## src/rtl/hazard_scoreboard.sv

```systemverilog
// Decode-stage hazard scoreboard: tracks EX/MEM/WB destinations and stalls IF/ID on RAW hazards.
// Optional macro FORWARDING_EN: only load-use hazards against EX stall (EX/MEM forwarding present).
module hazard_scoreboard #(
    parameter int unsigned CNT_W     = 16,
    parameter int unsigned WB_BYPASS = 1
) (
    input  logic             clk,
    input  logic             rst,
    input  logic             id_valid,
    input  logic [2:0]       src1_reg,
    input  logic             src1_used,
    input  logic [2:0]       src2_reg,
    input  logic             src2_used,
    input  logic [2:0]       dest_reg,
    input  logic             dest_valid,
    input  logic             is_load,
    input  logic             flush,
    input  logic             pipe_hold,
    output logic             stall,
    output logic [7:0]       inflight,
    output logic [CNT_W-1:0] stall_cnt
);

`ifdef FORWARDING_EN
    localparam bit FwdEn = 1'b1;
`else
    localparam bit FwdEn = 1'b0;
`endif
    localparam bit WbCheck = (WB_BYPASS == 0);
    localparam logic [CNT_W-1:0] CntMax = '1;

    // Only the EX slot's load flag is ever consulted, so S1/S2 do not carry it.
    logic       s0_v_q, s1_v_q, s2_v_q;
    logic [2:0] s0_reg_q, s1_reg_q, s2_reg_q;
    logic       s0_ld_q;
    logic       s0_v_d, s1_v_d, s2_v_d;
    logic [2:0] s0_reg_d, s1_reg_d, s2_reg_d;
    logic       s0_ld_d;
    logic [CNT_W-1:0] stall_cnt_q, stall_cnt_d;

    logic m0, m1, m2, hz;

    function automatic logic slot_match(input logic v, input logic [2:0] slot_reg);
        return v & ((src1_used & (slot_reg == src1_reg)) |
                    (src2_used & (slot_reg == src2_reg)));
    endfunction

    always_comb begin
        m0 = slot_match(s0_v_q, s0_reg_q);
        m1 = slot_match(s1_v_q, s1_reg_q);
        m2 = slot_match(s2_v_q, s2_reg_q);
        hz = (m0 & (s0_ld_q | !FwdEn)) | (!FwdEn & m1) | (!FwdEn & WbCheck & m2);
        stall = id_valid & !flush & (hz | pipe_hold);
    end

    always_comb begin
        inflight = 8'h00;
        if (s0_v_q) inflight[s0_reg_q] = 1'b1;
        if (s1_v_q) inflight[s1_reg_q] = 1'b1;
        if (s2_v_q) inflight[s2_reg_q] = 1'b1;
    end

    always_comb begin
        s0_v_d   = s0_v_q;
        s0_reg_d = s0_reg_q;
        s0_ld_d  = s0_ld_q;
        s1_v_d   = s1_v_q;
        s1_reg_d = s1_reg_q;
        s2_v_d   = s2_v_q;
        s2_reg_d = s2_reg_q;
        if (!pipe_hold) begin
            s2_v_d   = s1_v_q;
            s2_reg_d = s1_reg_q;
            s1_v_d   = s0_v_q;
            s1_reg_d = s0_reg_q;
            if (flush || stall || !id_valid) begin
                s0_v_d = 1'b0;
            end else begin
                s0_v_d   = dest_valid;
                s0_reg_d = dest_reg;
                s0_ld_d  = is_load;
            end
        end
    end

    always_comb begin
        stall_cnt_d = stall_cnt_q;
        if (stall && (stall_cnt_q != CntMax)) stall_cnt_d = stall_cnt_q + 1'b1;
    end

    always_ff @(posedge clk or posedge rst) begin
        if (rst) begin
            s0_v_q      <= 1'b0;
            s1_v_q      <= 1'b0;
            s2_v_q      <= 1'b0;
            s0_reg_q    <= 3'd0;
            s1_reg_q    <= 3'd0;
            s2_reg_q    <= 3'd0;
            s0_ld_q     <= 1'b0;
            stall_cnt_q <= '0;
        end else begin
            s0_v_q      <= s0_v_d;
            s1_v_q      <= s1_v_d;
            s2_v_q      <= s2_v_d;
            s0_reg_q    <= s0_reg_d;
            s1_reg_q    <= s1_reg_d;
            s2_reg_q    <= s2_reg_d;
            s0_ld_q     <= s0_ld_d;
            stall_cnt_q <= stall_cnt_d;
        end
    end

    assign stall_cnt = stall_cnt_q;

endmodule
```

## config.mk

```make
export PLATFORM = sky130hd
export DESIGN_NAME = hazard_scoreboard
export DESIGN_NICKNAME = d
export VERILOG_FILES = /design/src/rtl/hazard_scoreboard.sv
export SDC_FILE = /design/constraint.sdc
export NUM_CORES = 1
export LEC_CHECK = 0
export ABC_CLOCK_PERIOD_IN_PS = 4500
export BUFFER_PORTS_ARGS = -buffer_cell sky130_fd_sc_hd__buf_2
export CELL_PAD_IN_SITES_DETAIL_PLACEMENT = 2
export CELL_PAD_IN_SITES_GLOBAL_PLACEMENT = 2
export CORE_ASPECT_RATIO = 0.7
export CORE_MARGIN = 5
export CORE_UTILIZATION = 34
export CTS_CLUSTER_SIZE = 30
export DETAILED_ROUTE_END_ITERATION = 10
export HOLD_SLACK_MARGIN = 0.08
export PLACE_DENSITY = 0.92
export SLEW_MARGIN = 20
export SYNTH_ARGS = -nofsm -noshare
export SYNTH_HDL_FRONTEND = slang
export SYNTH_SLANG_ARGS = --single-unit
```

## constraint.sdc

```tcl
create_clock -name clk -period 4.5 [get_ports clk]
set_input_delay 0 -clock clk [delete_from_list [all_inputs] [get_ports clk]]
set_output_delay 0 -clock clk [all_outputs]
set_load 0.05 [all_outputs]
```

==> results.ini <==
[yosys]
synth-xor-area-share_pct = 14.22
synth-adder-area-share_pct = 0.7524
synth_area_per_cell_um2 = 10.02
muxShareOfSynthArea_pct = 7.449
ys_seq_elements = 28
synth_area_leaders = dfrtp_1 42%, xnor2_1 12%, mux2_2 7.4%, nand3_1 3.9%, nand4_1 3.8%
synth-simple-area-share_pct = 25.66
yosysTopAreaCell = dfrtp_1
synth_compound_area_share_pct = 5.643
syn-num-nets = 185
ys_seq_area_share_pct = 42.14
yosys_warnings = 0
synth_top_family_by_area = simple AND/OR/NAND/NOR gates
synth.distinct_cells = 34
synth_cells = 166
synth_area_um2 = 1663
synth_top_area_share_pct = 42.14

[routing]
drcViolationCount = 0
via_per_inst = 5.168
vias = 1411
drt_first_pass_iters = 4
detail_route.wl_per_cell_um = 17.08
wl_um = 4664
ant_nets = 0
drt-initial-drc-count = 68

[die]
die_area_um2 = 6412
floorplan.initialDensity_pct = 34.96
die_w_um = 93.59
dieHeight_um = 68.51
fp-row-count = 21
num_io_pins = 43
core_um2 = 4756

[critical_path]
crit_type = reg2reg
rr_worst_depth = 6
cp_num_buf_inv = 0
cp.depth = 6
start_kind = register
slowest_delay_ns = 0.65
cp-end-kind = register
r2r-start = s1_reg_q[1]
rr_endpoint = s0_reg_q[2]
crit_arrival_ns = 2.62
cp_top_family = compound AO/OA/AOI/OAI gates
crit_chain = xnor2_1, nand3_1, nor3_1, a2111o_1, nor3b_4, mux2_2
cp_slowest_cell = a2111o_1
setup.worst_path.start = s1_reg_q[1]
crit_required_ns = 4.66
path_max_fanout = 17
reg2reg_slack_ns = 2.04
crit_end = s0_reg_q[2]

[timing]
drv_slew = 0
maxSlewHeadroom_pct = 54.58
finalCriticalPeriod_ns = 2.459
hold_viol = 0
timing.final.crit_share_pct = 54.65
finalSetupTns_ns = 0
setup_viol = 0
fin_skew_ns = 0.007224
worst_slack_ns = 2.041
fmax_mhz = 406.7
rsz0062_at_grt = false
tightest_slew_ns = 0.6752

[global_route]
grt_max_degree = 29
antenna_found_initial = 0
grt_remaining_overflow = 0
grt_pass1_vias = 1455
gr-usage-all-layers_pct = 15.09
grt_pass1_wl_um = 7596

[cells_and_area]
n_antenna_cell = 0
instances_no_fill = 273
final_cell_area_um2 = 1998
area_delta_synth_final_pct = 20.17
fillerInstances = 529
drive_gt1_share_pct = 28.92
num-nets-final = 224

[clock_network]
post_cts_buffers = 0
root_buffer = clkbuf_8
cts_sinks = 28
cts_tree = yes
numCtsBuffers = 3
cts_max_path_buffers = 2
clk_pin_slew_worst_paths_ns = 0.09
h-tree-depth = 1
worstSkewPairLatency_ns = 0.27

[pwr]
p_per_area_nw_per_um2 = 399.2
leakage_nw = 0.9046
ir_drop_mv = 0.1743

[placement]
place_inst = 264
place.port_buffers = 41
place.gp.congestion = 0.7865
place_hpwl_um = 3573
pre_cts_slack_ns = 2.063
placed_area_um2 = 1893

[flow_run]
drv_cap = 0

[run_status]
outcome = finished, final reports clean

[hold_path]
hp-class = in2reg

report_power, final:
group	internal [mW]	leakage [nW]	switching (mW)
Clock	0.0783	0.0288	0.0724
Combinational	0.0986	0.512	0.173
Sequential	0.293	0.364	0.0827
Total	0.470	0.905	0.328
synth_stat cells (all sizes together):
cell type  count
dfrtp         28
xnor2         23
nand3         13
mux2          11
nand2         11
nand4         10
and3           9
buf            6
clkbuf         6
nor3           6
nor2           5
nand4b         4
nor3b          4
xor2           4
and2           3
nand2b         3
and4           2
inv            2
o21ai          2
o221ai         2
o311ai         2
a2111o         1
a21boi         1
a22o           1
a31oi          1
ha             1
nor2b          1
o211ai         1
o31ai          1
or3            1
or3b           1
metrics by stage:
step | power, mW | hold slack (ns) | util (%)
after global routing | 0.8445 | 0.1274 | 42.02
final | 0.7977 | 0.09787 | 42.02
after CTS | 0.8102 | 0.08704 | 42.02
after floorplan | 0.5760 | 0.06541 | -
after detailed placement | 0.6508 | 0.2430 | 39.81
after global placement | 0.6394 | 0.2337 | 39.81
sequential cells by signal (all words and copies together), names as in the netlist:
signal,cells
s0_v_q,1
s2_reg_q,3
s1_v_q,1
stall_cnt,16
s2_v_q,1
s1_reg_q,3
s0_reg_q,3
final cells by class:
class / instances / area [um^2] / area share (%)
well taps: 69 / 86.33 / 4.321
multi-input cells: 124 / 893.4 / 44.71
repair buffers: 46 / 255.2 / 12.77
flip-flops and latches: 28 / 700.7 / 35.07
clock buffers: 4 / 55.05 / 2.755
inverters: 2 / 7.507 / 0.3757
metal layers:
| layer | vias to the layer above | global-route usage (%) | share of wire (%) |
|---|---|---|---|
| met4 | 0 | 2.162 | 0.39 |
| li1 | 676 | - | - |
| met5 | - | 0 | 0 |
| met3 | 2 | 2.928 | 5.7 |
| met2 | 39 | 26.45 | 49 |
| met1 | 694 | 20.09 | 45 |
what timing repair did:
item,CTS,global route
hold buffers,5,0
hold endpoints to repair,32,0
resized for setup,0,0
cells in the final DEF (no fill, tap or decap), drive strengths merged, types with 2 or more instances in the layout:
cell type	count
xor2	4
nor3b	4
o311ai	2
and2	3
o21ai	2
mux2	11
nand4	10
inv	2
and4	2
nor3	6
xnor2	23
nand2	11
o221ai	2
clkbuf	4
nand3	13
nand2b	3
buf	41
and3	9
dfrtp	28
dlygate4sd3	5
nand4b	4
nor2	5
logic make-up (layout without fill, tap and decap cells):
| kind of cell | count (synthesis) | in the layout |
|---|---|---|
| buffers and inverters | 14 | 52 |
| flip-flops | 28 | 28 |
| AO/OA/AOI/OAI | 12 | 12 |
| AND/OR/NAND/NOR | 73 | 73 |
| multiplexers | 11 | 11 |
| adder cells (fa/ha/maj) | 1 | 1 |
| XOR/XNOR | 27 | 27 |
worst min-delay path by stage:
stage	start	endpoint	slack, ns	cells past startpoint
after floorplan	rst	s0_reg_q[0]	0.07	1
after detailed placement	dest_valid	s0_v_q	0.24	2
final	pipe_hold	s1_reg_q[2]	0.1	3
after global placement	dest_reg[2]	s0_reg_q[2]	0.23	2
after CTS	pipe_hold	s1_reg_q[2]	0.09	3
after global routing	flush	s0_v_q	0.13	3
tightest hold or removal path: stages:
cell	delay, ns
buf_2	0.18
nand2_1	0.08
o21ai_0	0.07
No activity file was read; power rests on OpenSTA's default activity.
